===== config.mk =====
export PLATFORM = sky130hd
export DESIGN_NAME = tag_fifo_mp
export DESIGN_NICKNAME = d
export VERILOG_FILES = /design/src/rtl/tag_fifo_pkg.sv /design/src/rtl/tag_fifo_mp_compact.sv /design/src/rtl/tag_fifo_mp.sv
export SDC_FILE = /design/constraint.sdc
export NUM_CORES = 2
export LEC_CHECK = 0
export ABC_AREA = 1
export BUFFER_PORTS_ARGS = -buffer_cell sky130_fd_sc_hd__buf_2
export CORE_ASPECT_RATIO = 0.8
export CORE_MARGIN = 3
export CORE_UTILIZATION = 25
export CTS_CLUSTER_SIZE = 24
export DETAILED_ROUTE_END_ITERATION = 7
export HOLD_SLACK_MARGIN = 0.02
export PLACE_DENSITY = 0.43
export SYNTH_ARGS = -nofsm -noshare
export SYNTH_HDL_FRONTEND = slang
export SYNTH_SLANG_ARGS = --single-unit
export TNS_END_PERCENT = 1

===== constraint.sdc =====
create_clock -name clk -period 12.6 [get_ports clk]
set_clock_uncertainty 0.15 [all_clocks]
set_input_delay 1.26 -clock clk [delete_from_list [all_inputs] [get_ports clk]]
set_output_delay 1.26 -clock clk [all_outputs]
set_load 0.01 [all_outputs]

===== src/rtl/tag_fifo_pkg.sv =====
`default_nettype none
// ============================================================================
// Module      : tag_fifo_pkg
// Description : Shared types, sizing constants and helpers for the free-tag
//               FIFO used by the superscalar dispatcher / ROB.
// Revision    : 1.0 - initial release
// ============================================================================
package tag_fifo_pkg;

  // Default sizing of the dispatcher's free-tag pool
  localparam int TAG_DEPTH = 64;
  localparam int TAG_WIDTH = 6;
  localparam int PTR_W     = $clog2(TAG_DEPTH) + 1;
  localparam int CNT_W     = PTR_W;

  // Tag type shared with the dispatcher and ROB
  typedef logic [TAG_WIDTH-1:0] tag_t;

  // Population count of up to four lane-valid bits (max return lanes is 4)
  function automatic logic [2:0] popcount(input logic [3:0] v);
    logic [2:0] n;
    n = 3'd0;
    for (int i = 0; i < 4; i++) begin
      n = n + {2'b00, v[i]};
    end
    return n;
  endfunction

endpackage
`default_nettype wire


===== src/rtl/tag_fifo_mp_compact.sv =====
`default_nettype none
// ============================================================================
// Module      : tag_lane_compact
// Description : Squeezes sparse CDB return lanes into a dense, lane-ordered
//               tag vector (lowest valid lane first) plus a count of valids.
// Revision    : 1.0 - initial release
// ============================================================================
module tag_lane_compact
  import tag_fifo_pkg::*;
#(
  parameter  int RET_W      = 2,
  parameter  int DATA_WIDTH = 6,
  localparam int C_NW_W     = $clog2(RET_W + 1)
) (
  input  logic [RET_W*DATA_WIDTH-1:0] lane_tag,
  input  logic [RET_W-1:0]            lane_vld,
  output logic [RET_W*DATA_WIDTH-1:0] tag_vec,
  output logic [C_NW_W-1:0]           tag_cnt
);

  int w_slot;

  // Each valid lane lands in the next free dense slot, preserving lane order
  always_comb begin
    tag_vec = '0;
    w_slot  = 0;
    for (int i = 0; i < RET_W; i++) begin
      if (lane_vld[i]) begin
        tag_vec[w_slot*DATA_WIDTH +: DATA_WIDTH] = lane_tag[i*DATA_WIDTH +: DATA_WIDTH];
        w_slot = w_slot + 1;
      end
    end
  end

  // Lane count is narrowed to the width needed for RET_W lanes
  assign tag_cnt = C_NW_W'(popcount(4'(lane_vld)));

endmodule
`default_nettype wire


===== src/rtl/tag_fifo_mp.sv =====
`default_nettype none
// ============================================================================
// Module      : tag_fifo_mp
// Description : Multi-port free-tag FIFO. Hands out up to ALLOC_W head tags
//               per cycle (zero-latency read) and accepts up to RET_W
//               returned tags per cycle from the CDB. Provides occupancy,
//               full/empty, synchronous flush to the full free list and
//               sticky overflow/underflow error flags.
// Revision    : 1.0 - initial release
// ============================================================================
module tag_fifo_mp
  import tag_fifo_pkg::*;
#(
  parameter int DEPTH      = 64,
  parameter int DATA_WIDTH = 6,
  parameter int ALLOC_W    = 2,
  parameter int RET_W      = 2
) (
  input  logic                          clk,
  input  logic                          rst,
  input  logic [RET_W*DATA_WIDTH-1:0]   cdb_tag_tf,
  input  logic [RET_W-1:0]              cdb_tag_tf_valid,
  input  logic [$clog2(ALLOC_W+1)-1:0]  ren_cnt_tf,
  input  logic                          flush_tf,
  output logic [ALLOC_W*DATA_WIDTH-1:0] tagout_tf,
  output logic [ALLOC_W-1:0]            tagout_vld_tf,
  output logic [$clog2(DEPTH):0]        cnt_tf,
  output logic                          ff_tf,
  output logic                          ef_tf,
  output logic                          ovf_err_tf,
  output logic                          udf_err_tf
);

  localparam int C_IDX_W = $clog2(DEPTH);
  localparam int C_PTR_W = C_IDX_W + 1;
  localparam int C_CNT_W = C_PTR_W;
  localparam int C_NW_W  = $clog2(RET_W + 1);
  // One extra bit so cnt + pushes never wraps while judging acceptance
  localparam int C_SUM_W = C_CNT_W + 1;

  // --------------------------------------------------------------------------
  // State
  // --------------------------------------------------------------------------
  logic [DATA_WIDTH-1:0] r_fifo [DEPTH];
  logic [C_PTR_W-1:0]    r_rp;
  logic [C_PTR_W-1:0]    r_wp;
  logic [C_CNT_W-1:0]    r_cnt;
  logic                  r_ovf;
  logic                  r_udf;

  // --------------------------------------------------------------------------
  // Return-lane compaction
  // --------------------------------------------------------------------------
  logic [RET_W*DATA_WIDTH-1:0] w_cmp_vec;
  logic [C_NW_W-1:0]           w_nwr;

  tag_lane_compact #(
    .RET_W      (RET_W),
    .DATA_WIDTH (DATA_WIDTH)
  ) u_compact (
    .lane_tag (cdb_tag_tf),
    .lane_vld (cdb_tag_tf_valid),
    .tag_vec  (w_cmp_vec),
    .tag_cnt  (w_nwr)
  );

  // --------------------------------------------------------------------------
  // Pop / push acceptance
  // --------------------------------------------------------------------------
  logic               w_pop_ok;
  logic               w_push_ok;
  logic [C_SUM_W-1:0] w_cnt_ext;
  logic [C_SUM_W-1:0] w_ren_ext;
  logic [C_SUM_W-1:0] w_npop;
  logic [C_SUM_W-1:0] w_nwr_ext;
  logic [C_SUM_W-1:0] w_nwr_acc;
  logic [C_SUM_W-1:0] w_cnt_post;
  logic [C_SUM_W-1:0] w_cnt_next;

  // A pop is all-or-nothing; pushes are judged against the room left after the pop
  always_comb begin
    w_cnt_ext  = C_SUM_W'(r_cnt);
    w_ren_ext  = C_SUM_W'(ren_cnt_tf);
    w_nwr_ext  = C_SUM_W'(w_nwr);
    w_pop_ok   = (w_ren_ext <= w_cnt_ext);
    w_npop     = w_pop_ok ? w_ren_ext : '0;
    w_cnt_post = w_cnt_ext - w_npop + w_nwr_ext;
    w_push_ok  = (w_cnt_post <= C_SUM_W'(DEPTH));
    w_nwr_acc  = w_push_ok ? w_nwr_ext : '0;
    w_cnt_next = w_cnt_ext - w_npop + w_nwr_acc;
  end

  // Per-slot write address and enable for the compacted return tags
  logic [C_IDX_W-1:0] w_widx [RET_W];
  logic [RET_W-1:0]   w_wen;

  for (genvar gj = 0; gj < RET_W; gj++) begin : g_wr
    assign w_widx[gj] = C_IDX_W'(r_wp + C_PTR_W'(gj));
    assign w_wen[gj]  = w_push_ok && (int'(w_nwr) > gj);
  end

  // --------------------------------------------------------------------------
  // Sequential update: reset/flush reload the full free list 0..DEPTH-1
  // --------------------------------------------------------------------------
  // Storage, pointers, occupancy and sticky errors
  always_ff @(posedge clk or posedge rst) begin
    if (rst) begin
      for (int i = 0; i < DEPTH; i++) begin
        r_fifo[i] <= DATA_WIDTH'(i);
      end
      r_rp  <= '0;
      r_wp  <= C_PTR_W'(DEPTH);
      r_cnt <= C_CNT_W'(DEPTH);
      r_ovf <= 1'b0;
      r_udf <= 1'b0;
    end else if (flush_tf) begin
      // Same as reset except the error flags, which only rst clears
      for (int i = 0; i < DEPTH; i++) begin
        r_fifo[i] <= DATA_WIDTH'(i);
      end
      r_rp  <= '0;
      r_wp  <= C_PTR_W'(DEPTH);
      r_cnt <= C_CNT_W'(DEPTH);
    end else begin
      for (int j = 0; j < RET_W; j++) begin
        if (w_wen[j]) begin
          r_fifo[w_widx[j]] <= w_cmp_vec[j*DATA_WIDTH +: DATA_WIDTH];
        end
      end
      r_rp  <= r_rp + C_PTR_W'(w_npop);
      r_wp  <= r_wp + C_PTR_W'(w_nwr_acc);
      r_cnt <= C_CNT_W'(w_cnt_next);
      if (!w_pop_ok) begin
        r_udf <= 1'b1;
      end
      if (!w_push_ok) begin
        r_ovf <= 1'b1;
      end
    end
  end

  // --------------------------------------------------------------------------
  // Zero-latency read port: purely from registered rp/fifo/cnt
  // --------------------------------------------------------------------------
  for (genvar gi = 0; gi < ALLOC_W; gi++) begin : g_slot
    logic [C_IDX_W-1:0] w_ridx;
    assign w_ridx = C_IDX_W'(r_rp + C_PTR_W'(gi));
    assign tagout_tf[gi*DATA_WIDTH +: DATA_WIDTH] = r_fifo[w_ridx];
    assign tagout_vld_tf[gi] = (C_SUM_W'(r_cnt) > C_SUM_W'(gi));
  end

  assign cnt_tf     = r_cnt;
  assign ff_tf      = (r_cnt == C_CNT_W'(DEPTH));
  assign ef_tf      = (r_cnt == '0);
  assign ovf_err_tf = r_ovf;
  assign udf_err_tf = r_udf;

endmodule
`default_nettype wire


; ---- Word level (Yosys, flattened, before mapping)
; Index checks and enable logic that the tools add are counted.
[classes]
n_eq_ne = 1
n_lt_le_gt_ge = 12
n_mux = 25
n_bitwise = 7
reduce_logical = 7
n_shift = 2
multipliers = 1
addsub = 9
n_div = 0
[ops]
columns = cell, count
row1 = $mux 384, 4
row2 = $bwmux 384, 2
row3 = $bmux 6 s6, 2
row4 = $demux 6 s6, 2
row5 = $mux 6, 7
row6 = $neg 32->33, 1
row7 = $shift 6x33->12 const A, 1
row8 = $shiftx 6x33->12, 1
row9 = $ge 7x7->1 const B, 4
row10 = $not 6->7, 4
row11 = $add 7x2->7, 3
row12 = $mux 7, 3
row13 = $gt 7x1->1 const B, 2
row14 = $lt 7x1->1 const B, 2
row15 = $add 6x1->6 const B, 2
row16 = $bwmux 12, 1
row17 = $mux 12, 1
row18 = $add 8x2->8, 1
row19 = $le 8x7->1 const B, 1
row20 = $sub 7x2->8, 1
row21 = $eq 7x7->1 const B, 1
row22 = $le 2x7->1, 1
row23 = $logic_not 7->1, 1
row24 = $gt 2x1->1 const B, 2
row25 = other kinds (7), 14
[word_totals]
mem_bits_ro = 0
latchBits = 0
n_memories = 0
register_bits = 407
mem_bits_rw = 0
output_inout_bits = 25
wordCells = 133

; ---- Longest topological paths before layout
[logic_depth]
ltp_word = 12
mapped_depth = 29
ltp_nobuf = 29

; ---- By module
; A second synthesis with hierarchy kept.
[unflattened]
cells_unflattened = 4847
hier_area_um2 = 30701.9
[modules_own_cells]
columns = module, seq_area_each_um2, cells_each, area_each_um2, n_inst
row1 = tag_fifo_mp, 10376.2, 4813, 30531.8, 1
row2 = tag_lane_compact, 0.0, 34, 170.2, 1

; ---- Worst setup path before layout
; Ideal clock, no wire load.
[synth_timing]
path_type = input-to-reg
from = in ren_cnt_tf[1]
to = reg r_cnt[6] (netlist: cnt_tf[6])
setup_slack_ns = 7.186
t_arrival_ns = 5.174
stages = 23
required_time_ns = 12.360
setup_time_ns = 0.090
path_buffers = 0
path_cell_list = ha_1 > a21oi_1 > a211oi_1 > nor2_1 > ha_1 > inv_1 > fa_1 > fa_1 > or2_2 > nor2_1 > nand2_1 > nor2_1 > nand3_2 > nand2_4 > nand2_1 > nor2_1 > ha_1 > inv_1 > fa_1 > nor2_1 > nand2_1 > o21ai_0 > nand3_1
[synth_between]
elab_chain_len = 8
[synth_rtl]
columns = item, line_no
row1 = "start, declared", tag_fifo_mp.sv:23  ; input logic [$clog2(ALLOC_W+1)-1:0] ren_cnt_tf,
row2 = $le 2x7->1, tag_fifo_mp.sv:85  ; w_pop_ok = (w_ren_ext <= w_cnt_ext);
row3 = $mux 2 *, tag_fifo_mp.sv:86  ; w_npop = w_pop_ok ? w_ren_ext : '0;
row4 = $sub 7x2->8 *, tag_fifo_mp.sv:90  ; w_cnt_next = w_cnt_ext - w_npop + w_nwr_acc;
row5 = $add 8x2->8, tag_fifo_mp.sv:87  ; w_cnt_post = w_cnt_ext - w_npop + w_nwr_ext;
row6 = $le 8x7->1, tag_fifo_mp.sv:88  ; w_push_ok = (w_cnt_post <= C_SUM_W'(DEPTH));
row7 = $mux 2, tag_fifo_mp.sv:89  ; w_nwr_acc = w_push_ok ? w_nwr_ext : '0;
row8 = $add 7x2->7 *, tag_fifo_mp.sv:90
row9 = $mux 7 *, tag_fifo_mp.sv:116  ; end else if (flush_tf) begin
row10 = "end signal, assigned", tag_fifo_mp.sv:113  ; r_cnt <= C_CNT_W'(DEPTH);
row11 = "end signal, assigned", tag_fifo_mp.sv:123  ; r_cnt <= C_CNT_W'(DEPTH);
row12 = "end signal, assigned", tag_fifo_mp.sv:132  ; r_cnt <= C_CNT_W'(w_cnt_next);
row13 = "end, declared", tag_fifo_mp.sv:47  ; logic [C_CNT_W-1:0] r_cnt;
; Mark *: on every way between the ends. The rest lies on a longest branch, timed or not.
; A chain may end at the register's enable or synchronous reset.

; ---- Worst setup path after layout
[layout_timing]
from = reg r_rp[0]
to = out tagout_tf[0]
[layout_between]
elab_chain_len = 4
[layout_rtl]
columns = item, line_no
row1 = "start, declared", tag_fifo_mp.sv:45  ; logic [C_PTR_W-1:0] r_rp;
row2 = "start signal, assigned", tag_fifo_mp.sv:130  ; r_rp <= r_rp + C_PTR_W'(w_npop);
row3 = $not 6->7 (implied by the code), tag_fifo_mp.sv:148  ; assign tagout_tf[gi*DATA_WIDTH +: DATA_WIDTH] = r_fifo[w_ridx];
row4 = $bmux 6 s6, tag_fifo_mp.sv:148
row5 = $mux 6 (implied by the code) (2 in a row), tag_fifo_mp.sv:148
row6 = "end, declared", tag_fifo_mp.sv:25  ; output logic [ALLOC_W*DATA_WIDTH-1:0] tagout_tf,
; Every way passes these cells. The select of a mux whose other input is x is not followed.

==> metrics.md <==
| Metric | Value |
|---|---|
| Drt wl/cell | `23.5 um` |
| Sequential area share after synthesis | `0.331` |
| Fraction of layout cells with a size suffix above 1 | `0.0957` |
| Hold_buf cts | `0` |
| Final net count | `5059` |
| Sink of the worst hold path | `udf_err_tf$_DFFE_PP0P_` |
| Die span in x | `402 um` |
| Final HPWL DP | `98.2 mm` |
| Max cap viols | `0` |
| Setup CP Type | `reg -> out` |
| Synth Flop Type | `dfrtp_1` |
| CTS tree | `done` |
| Worst-Margin Slew | `1.21 ns` |
| Worst Setup SP | `r_rp[0]$_DFF_PP0_` |
| Slew Viols, Final | `0` |
| PD cells | `173 nW/um2` |
| Core area | `124000 um2` |
| TritonRoute pass-1 iters | `6` |
| FF-to-FF End | `r_fifo[217]$_DFF_PP1_` |
| Worst Hold Class | `reg -> reg` |
| Pwr Total | `6.01 mW` |
| Cell Rows | `115` |
| Final setup viols | `0` |
| Die ar. | `130000 um2` |
| I/O pin cnt | `44` |
| Slew margin rel. | `0.193` |
| Vias in the first global route | `31298` |
| Synth area leaders | `nand2_1 19%, dfrtp_1 17%, dfstp_2 16%, o21ai_0 9.8%, nand3_1 9.3%` |
| VDD IR max | `0.116 mV` |
| Fmax | `148 MHz` |
| Synth cell count leaders | `1614 x nand2_1, 615 x o21ai_0, 582 x nand3_1, 523 x inv_1, 520 x nor2_1` |
| Initial antenna violation count | `7` |
| Hold Violations, Final | `0` |
| Post-synth EDFFs | `0` |
| Yosys top cell by area | `nand2_1` |
| Clk slew on worst S/H paths | `0.05 ns` |
| Max H-tree Level | `2` |
| I/O Buffers | `43` |
| Crit path time final | `6.75 ns` |
| Initial core utilization | `0.254` |
| R2r setup slk | `6.35 ns` |
| Post-CTS Setup Repair Bufs | `0` |
| Mapped Area | `31400 um2` |
| Via density | `5.21` |
| # resized after CTS | `0` |
| Die Height | `323 um` |
| CP Data Required Time | `11.19 ns` |
| Synth Register Bits | `405` |
| Syn_area_per_cell | `6.06 um2` |
| DR iter-0 viols | `4337` |
| Period utilization | `0.536` |
| RSZ-0062 raised after global routing | `no` |
| Layout area overhead | `10.9%` |
| Ys async rst share | `1.00` |
| Worst Hold Depth | `1` |
| Critical path startpoint category | `flip-flop` |
| Clk Tree Root Cell | `clkbuf_16` |
| Reg2reg path depth | `25` |
| Syn Nets | `5225` |
| Yosys top cell area share | `0.193` |
| First-pass GRT wire length | `228 mm` |
| Worst skew pair latency | `0.64 ns` |
| Vias | `34919` |
| Synth unique cells | `37` |
| Endpoint class of the critical path | `primary output` |
| Total clock sinks | `405` |
| Leakage | `16.3 nW` |
| CTS max path bufs | `3` |
| Total clock buffers created by CTS | `51` |
| Remaining DRCs | `0` |
| Total track usage | `0.235` |
| Routed wire length | `157 mm` |
| Run status | `finished, final reports clean` |
| Top-count cell post-synth | `nand2_1` |
| Total grt overflow | `0` |
| Final ANT Viol Nets | `0` |
| Largest net degree at the start of global routing | `201` |
| Setup_tns | `0 ns` |
| Crit path max fanout | `194` |
| Synth Instances | `5184` |
| GP Congestion | `0.909` |
| ANT cells | `0` |
| Worst flop-to-flop path startpoint | `cnt_tf[2]$_DFF_PP0_` |
| Fillers | `14019` |
| Yosys warns | `0` |
| Hold wc startpoint | `udf_err_tf$_DFFE_PP0P_` |
| Crit path DAT | `5.34 ns` |
[worst max-delay path, stage by stage, from the launching register on]
cell      delay, ns
dfrtp_4        0.49
buf_4          0.51
buf_12         0.60
buf_4          0.69
nand2_1        0.12
o211ai_1       0.10
nand3_1        0.13
nand3_1        0.23
nand2_1        0.21
o311ai_0       0.86
nand2_1        0.32
buf_2          0.23
[worst max path at each step]
stage | slack (ns) | cells past startpoint | end
floorplan | 0.24 | 1 | cnt_tf[0]$_DFF_PP0_
global placement | 5.77 | 24 | r_fifo[125]$_DFF_PP1_
detailed placement | 5.70 | 24 | r_fifo[125]$_DFF_PP1_
CTS | 6.04 | 11 | tagout_tf[0]
global route | 5.74 | 24 | r_fifo[39]$_DFF_PP1_
finish | 5.85 | 11 | tagout_tf[0]
[state kept, by name, summed over array words and instances, names as in the netlist]
signal / flops
r_wp: 6
cnt_tf: 7
r_fifo: 384
ovf_err_tf: 1
udf_err_tf: 1
r_rp: 6
[metal layers]
layer | vias to the layer above | wire [um] | GRT usage
met4 | 10 | 4250 | 0.0620
li1 | 16377 | - | -
met2 | 1464 | 62800 | 0.332
met5 | - | 67 | 0
met3 | 228 | 14500 | 0.0450
met1 | 16840 | 75500 | 0.359
[power by group]
group / switching (mW) / leakage, nW / internal (mW)
combinational: 2.21 / 10.6 / 0.723
sequential: 0.0955 / 4.94 / 1.41
clock: 0.678 / 0.842 / 0.896
[logic make-up (layout without fill, tap and decap cells)]
logic type | after synthesis | after routing | synth area share
AND/OR/NAND/NOR | 2820 | 2820 | 0.372
AO/OA/AOI/OAI | 1060 | 1060 | 0.180
buffers and inverters | 870 | 745 | 0.106
flip-flops | 405 | 405 | 0.331
adder cells (fa/ha/maj) | 22 | 22 | 0.00996
XOR/XNOR | 7 | 7 | 0.00195
[cell type report]
| cell class | count | area (um2) | area share |
|---|---|---|---|
| well taps | 1638 | 2050 | 0.0588 |
| clock buffers | 76 | 1490 | 0.0428 |
| clock inverters | 18 | 194 | 0.00557 |
| repair buffers | 114 | 798 | 0.0229 |
| inverters | 537 | 2040 | 0.0586 |
| multi-input cells | 3909 | 17900 | 0.513 |
| flip-flops and latches | 405 | 10400 | 0.298 |
[per-stage QoR]
stage          instances  utilization  cell area, um2  hold slack (ns)  setup slack (ns)
2_1_floorplan       5184            -           31400            0.343             0.243
6_report            6697        0.281           34800            0.320              5.85
3_3_place_gp        6603        0.268           33100            0.307              5.77
5_1_grt             6697        0.281           34800            0.350              5.74
4_1_cts             6697        0.281           34800            0.321              6.04
3_5_place_dp        6603        0.268           33100            0.305              5.70
[layout by cell type, fill, tap and decap left out, types with 7 or more instances in the layout]
| master | instances |
|---|---|
| a21oi_1 | 277 |
| buf_2 | 43 |
| buf_4 | 67 |
| clkbuf_1 | 13 |
| clkbuf_16 | 51 |
| clkbuf_8 | 12 |
| clkinv_1 | 7 |
| clkinv_2 | 14 |
| dfrtp_1 | 210 |
| dfstp_2 | 193 |
| ha_1 | 16 |
| inv_1 | 518 |
| inv_2 | 8 |
| nand2_1 | 1614 |
| nand2_2 | 48 |
| nand3_1 | 581 |
| nand4_1 | 21 |
| nor2_1 | 513 |
| nor2_4 | 9 |
| nor2_8 | 7 |
| nor3_1 | 18 |
| o211ai_1 | 105 |
| o21ai_0 | 613 |
| o21ai_1 | 22 |
| o22ai_1 | 24 |
Power figures use the tool's default switching activity.
